--- src/rtl/timer_arbiter.sv ---
// timer_arbiter
// Shares one counter timer among N_REQ requesters. A requester is picked
// round-robin, its threshold is latched into the timer, and the timer is cleared
// for one cycle. The timer then runs on the prescaler tick until it reports
// finished, and the owner gets a one-cycle done pulse.
//
// Ports:
//   clk, reset      clock and synchronous active-high reset
//   tick            prescaler strobe; gates the timer enable while running
//   req[N_REQ]      per-requester delay request, held until done or withdrawn
//   delay           packed per-requester thresholds, slice i = [(i+1)*WIDTH-1 : i*WIDTH]
//   gnt[N_REQ]      one-hot owner of the timer, zero when idle
//   done[N_REQ]     one-cycle completion pulse to the owner
//   busy            timer allocated
//   tmr_en          timer enable
//   tmr_reset       timer clear
//   tmr_threshold   registered threshold for the timer
//   tmr_finished    finished flag from the timer
module timer_arbiter #(
    parameter int N_REQ = 4,
    parameter int WIDTH = 10
) (
    input  logic                   clk,
    input  logic                   reset,
    input  logic                   tick,
    input  logic [N_REQ-1:0]       req,
    input  logic [N_REQ*WIDTH-1:0] delay,
    output logic [N_REQ-1:0]       gnt,
    output logic [N_REQ-1:0]       done,
    output logic                   busy,
    output logic                   tmr_en,
    output logic                   tmr_reset,
    output logic [WIDTH-1:0]       tmr_threshold,
    input  logic                   tmr_finished
);

    localparam int IDX_W = $clog2(N_REQ);

    typedef enum logic [1:0] {
        IDLE,
        CLEAR,
        RUN,
        DONE
    } state_t;

    state_t           state;
    state_t           state_next;
    logic [IDX_W-1:0] owner;
    logic [IDX_W-1:0] ptr;
    logic [IDX_W-1:0] pick;
    logic [IDX_W-1:0] cand;
    logic             pick_valid;
    logic [WIDTH-1:0] delay_arr [N_REQ];

    genvar gi;
    generate
        for (gi = 0; gi < N_REQ; gi++) begin : g_unpack
            assign delay_arr[gi] = delay[gi*WIDTH +: WIDTH];
        end
    endgenerate

    // Round-robin search starting just after the last finished owner. The loop
    // walks from the farthest candidate to the nearest so the nearest set
    // request is the last one written and therefore wins.
    always_comb begin
        pick       = '0;
        pick_valid = 1'b0;
        cand       = '0;
        for (int k = N_REQ; k >= 1; k--) begin
            cand = IDX_W'((int'(ptr) + k) % N_REQ);
            if (req[cand]) begin
                pick       = cand;
                pick_valid = 1'b1;
            end
        end
    end

    always_ff @(posedge clk) begin
        if (reset) begin
            state <= IDLE;
        end else begin
            state <= state_next;
        end
    end

    // Owner and threshold are captured only at grant time, so later changes on
    // delay do not disturb a running job. The pointer moves only on a completed
    // job; an aborted job leaves the priority order untouched.
    always_ff @(posedge clk) begin
        if (reset) begin
            owner         <= '0;
            ptr           <= IDX_W'(N_REQ - 1);
            tmr_threshold <= '0;
        end else begin
            if (state == IDLE && pick_valid) begin
                owner         <= pick;
                tmr_threshold <= delay_arr[pick];
            end
            if (state == DONE) begin
                ptr <= owner;
            end
        end
    end

    always_comb begin
        state_next = state;
        gnt        = '0;
        done       = '0;
        busy       = 1'b0;
        tmr_en     = 1'b0;
        tmr_reset  = 1'b0;
        case (state)
            IDLE: begin
                if (pick_valid) begin
                    state_next = CLEAR;
                end
            end
            CLEAR: begin
                busy       = 1'b1;
                gnt[owner] = 1'b1;
                tmr_en     = 1'b1;
                tmr_reset  = 1'b1;
                state_next = RUN;
            end
            RUN: begin
                busy       = 1'b1;
                gnt[owner] = 1'b1;
                tmr_en     = tick;
                // A withdrawn request beats a simultaneous finish.
                if (!req[owner]) begin
                    state_next = IDLE;
                end else if (tmr_finished) begin
                    state_next = DONE;
                end
            end
            DONE: begin
                busy        = 1'b1;
                gnt[owner]  = 1'b1;
                done[owner] = 1'b1;
                state_next  = IDLE;
            end
            default: begin
                state_next = IDLE;
            end
        endcase
        // Keep the shared timer cleared for as long as reset is held.
        if (reset) begin
            tmr_en    = 1'b1;
            tmr_reset = 1'b1;
        end
    end

endmodule

--- config.mk ---
export PLATFORM = sky130hd
export DESIGN_NAME = timer_arbiter
export DESIGN_NICKNAME = d
export VERILOG_FILES = /design/src/rtl/timer_arbiter.sv
export SDC_FILE = /design/constraint.sdc
export NUM_CORES = 1
export LEC_CHECK = 0
export BUFFER_PORTS_ARGS = -buffer_cell sky130_fd_sc_hd__buf_4
export CORE_MARGIN = 2
export CORE_UTILIZATION = 43
export DETAILED_ROUTE_END_ITERATION = 6
export PLACE_DENSITY = 0.78
export SETUP_SLACK_MARGIN = 0.5
export SYNTH_ARGS = -nofsm -noshare
export SYNTH_HDL_FRONTEND = slang
export SYNTH_SLANG_ARGS = --single-unit
--- constraint.sdc ---
create_clock -name clk -period 2.15 [get_ports clk]
set_clock_uncertainty 0.15 [all_clocks]
set_input_delay 0.3225 -clock clk [delete_from_list [all_inputs] [get_ports clk]]
set_output_delay 0.3225 -clock clk [all_outputs]
set_load 0.1 [all_outputs]
==> results.toml <==
[run_status]
status = "finished clean"

[cells_and_area]
nNetsFinal = 263
layout_commonest_cell = "buf_4"
final_cell_mix = "70 x buf_4, 15 x buf_12, 11 x dfxtp_1"
post-route-cell-area_um2 = 2310
postLayoutCoreUtil = 0.861
antenna_cells = 0
drive_above_1_share = 0.689
area_delta_synth_final_pct = 94.0

[sta]
fin_hold_ws_ps = 234
hold_viol = 0
rsz0062_at_grt = "true"
period_needed_ps = 1930
finalCritPeriodShare = 0.897
setup_viol = 0
drv_slew = 0
post-route-worst-setup-slack_ps = 221
max_freq_ghz = 0.518
max_slew_margin = 0.819
tightest_slew_ps = 272

[synth]
syn_inst = 124
yosys_warnings = 0
synth_fp_nets = 176
ys_seq_area_frac = 0.269
ys_ff_latch = 16
postSynthAreaPerCell_um2 = 9.62
syn_area_um2 = 1190
synth_cell_types = 38

[cts]
clock_sinks = 16
h-tree-depth = 1
clockRootBuffer = "clkbuf_4"
clock_path_buffers = 2
clkTransAtPathRegs_ps = 90
postCtsHoldBufs = 0
cts_tree = "built"
cts_made_buffers = 3
clk_latency_ps = 270

[global_routing]
grt_usage = 0.257
antenna_found_initial = 0
busiest_layer = "met2"
overflow = 0
grt_util_met2 = 0.467
grt_pass1_wl_um = 6560
grt.met3_usage = 0.0415
grt_max_degree = 21
grt_pass1_vias = 1440
met1_usage = 0.297

[placement]
place_ws_ps = 65.4
dpl.hpwl_um = 2590
io_buffers = 68
place_congestion = 0.754
placedInstanceArea_um2 = 1890

[worst_setup_path]
critical_path_peak_fanout = 5
critPathSlowestCell = "dfxtp_4"
worstSetupPathType = "flip-flop to output pin"
cp-end-kind = "output pin"
crit_chain = "inv_4, ha_4, clkinvlp_4, and3_4, buf_12"
cp_slowest_stage_delay_ps = 390
start_kind = "flip-flop"
critical_path_required_ps = 1680
cp_data_arrival_time_ps = 1460

[detailed_routing]
drtAntennaViolNets = 0
detail_route.first_pass.iterations = 4
viasPerCell = 5.62
post-route-drc-count = 0
avgRoutedWirePerCell_um = 16.5
vias = 1349
drtIter0Drc = 36
drt_wl_total_um = 3970

[power_and_ir_drop]
p_leak_nw = 1.04
power_density_nw_per_um2 = 856
ir_worst_vdd_mv = 1.19

[floorplanning]
die_area_um2 = 3210
rows = 19
die_h_um = 56.7
initial_core_util = 0.444
die_w_um = 56.7
core_um2 = 2690
io_pins = 69

[min_path]
hold_path.class = "input pin to flip-flop"

[run]
drv_cap = 0
registers in the layout, summed over array words and instances, names as in the netlist:
name	flops
owner	2
state	2
tmr_threshold	10
ptr	2
stage by stage:
stage	TNS, ps	std cells	power, mW
2_1_floorplan	-215	124	1.32
3_3_place_gp	0	222	1.53
3_5_place_dp	0	222	1.55
6_report	0	240	1.98
5_1_grt	0	240	2.07
4_1_cts	0	235	1.92
logic make-up (layout without fill, tap and decap cells):
group	Yosys count	count (layout)	share of synthesized area
AND/OR/NAND/NOR	38	38	0.199
flip-flops	16	16	0.269
multiplexers	20	20	0.218
adder cells (fa/ha/maj)	4	4	0.0420
AO/OA/AOI/OAI	31	31	0.214
buffers and inverters	15	100	0.0577
worst paths after layout:
check	start	end	slack (ps)	cells after the start
setup / recovery	state[0]	gnt[3]	220	5
hold / removal	delay[31]	tmr_threshold[1]	230	3
setup reg to reg	ptr[1]	tmr_threshold[1]	220	6
hold reg to reg	tmr_threshold[6]	tmr_threshold[6]	430	2
worst max-delay path: cells and delay by family (launching register included):
family | cells | cell delay (ps)
fa+ha+maj | 1 | 220
buf+inv | 3 | 370
flops | 1 | 390
simple gates | 1 | 190
where the power goes:
group	internal (mW)	switching, mW	total [mW]
logic	0.565	0.842	1.41
registers	0.362	0.0574	0.419
clock network	0.0648	0.0887	0.154
per-layer routing:
metal | vias to the layer above | share of wire | wire length (µm)
met5 | - | 0 | 0
met4 | 0 | 0.027 | 106
met3 | 14 | 0.061 | 244
met2 | 64 | 0.53 | 2100
li1 | 638 | - | -
met1 | 633 | 0.38 | 1520
cell type report:
class | instances | area (µm²)
inverters | 7 | 37.5
multi-input cells | 93 | 996
clock buffers | 3 | 22.5
fillers | 127 | 373
repair buffers | 90 | 882
flip-flops and latches | 16 | 337
well taps | 31 | 38.8
what timing repair did:
| action | in CTS | in global routing |
|---|---|---|
| pin swaps | 6 | 9 |
| gates resized for setup | 53 | 11 |
| setup buffers | 10 | 5 |
| endpoints found under the setup margin | 24 | 25 |
cell usage after synthesis:
cell / instances / area [µm²]
a21oi_1: 3 / 15.0
buf_4: 1 / 7.51
o21a_1: 2 / 15.0
inv_1: 7 / 26.3
nor2b_1: 2 / 12.5
and2_1: 1 / 6.26
dfxtp_1: 16 / 320
mux2_1: 3 / 33.8
a221o_1: 8 / 80.1
nand3b_1: 1 / 7.51
clkbuf_1: 5 / 18.8
and3_1: 2 / 12.5
nand3_1: 3 / 15.0
a311o_1: 1 / 10.0
mux2i_1: 2 / 20.0
a22oi_1: 1 / 7.51
mux2_4: 7 / 105
o21ai_1: 1 / 5.00
o21bai_1: 3 / 22.5
nand2_1: 6 / 22.5
nor2_4: 1 / 11.3
nor3_2: 1 / 10.0
ha_1: 4 / 50.1
mux2_2: 7 / 78.8
nor2_1: 6 / 22.5
a211oi_1: 4 / 30.0
a211o_1: 1 / 8.76
o2111a_1: 2 / 22.5
a311oi_1: 1 / 8.76
nor3b_1: 11 / 82.6
a21o_1: 3 / 22.5
a21boi_0: 1 / 7.51
mux4_2: 1 / 22.5
nor3b_4: 1 / 18.8
buf_2: 1 / 5.00
or2_2: 1 / 6.26
nor3_1: 2 / 10.0
buf_6: 1 / 11.3
Power figures use the tool's default switching activity.
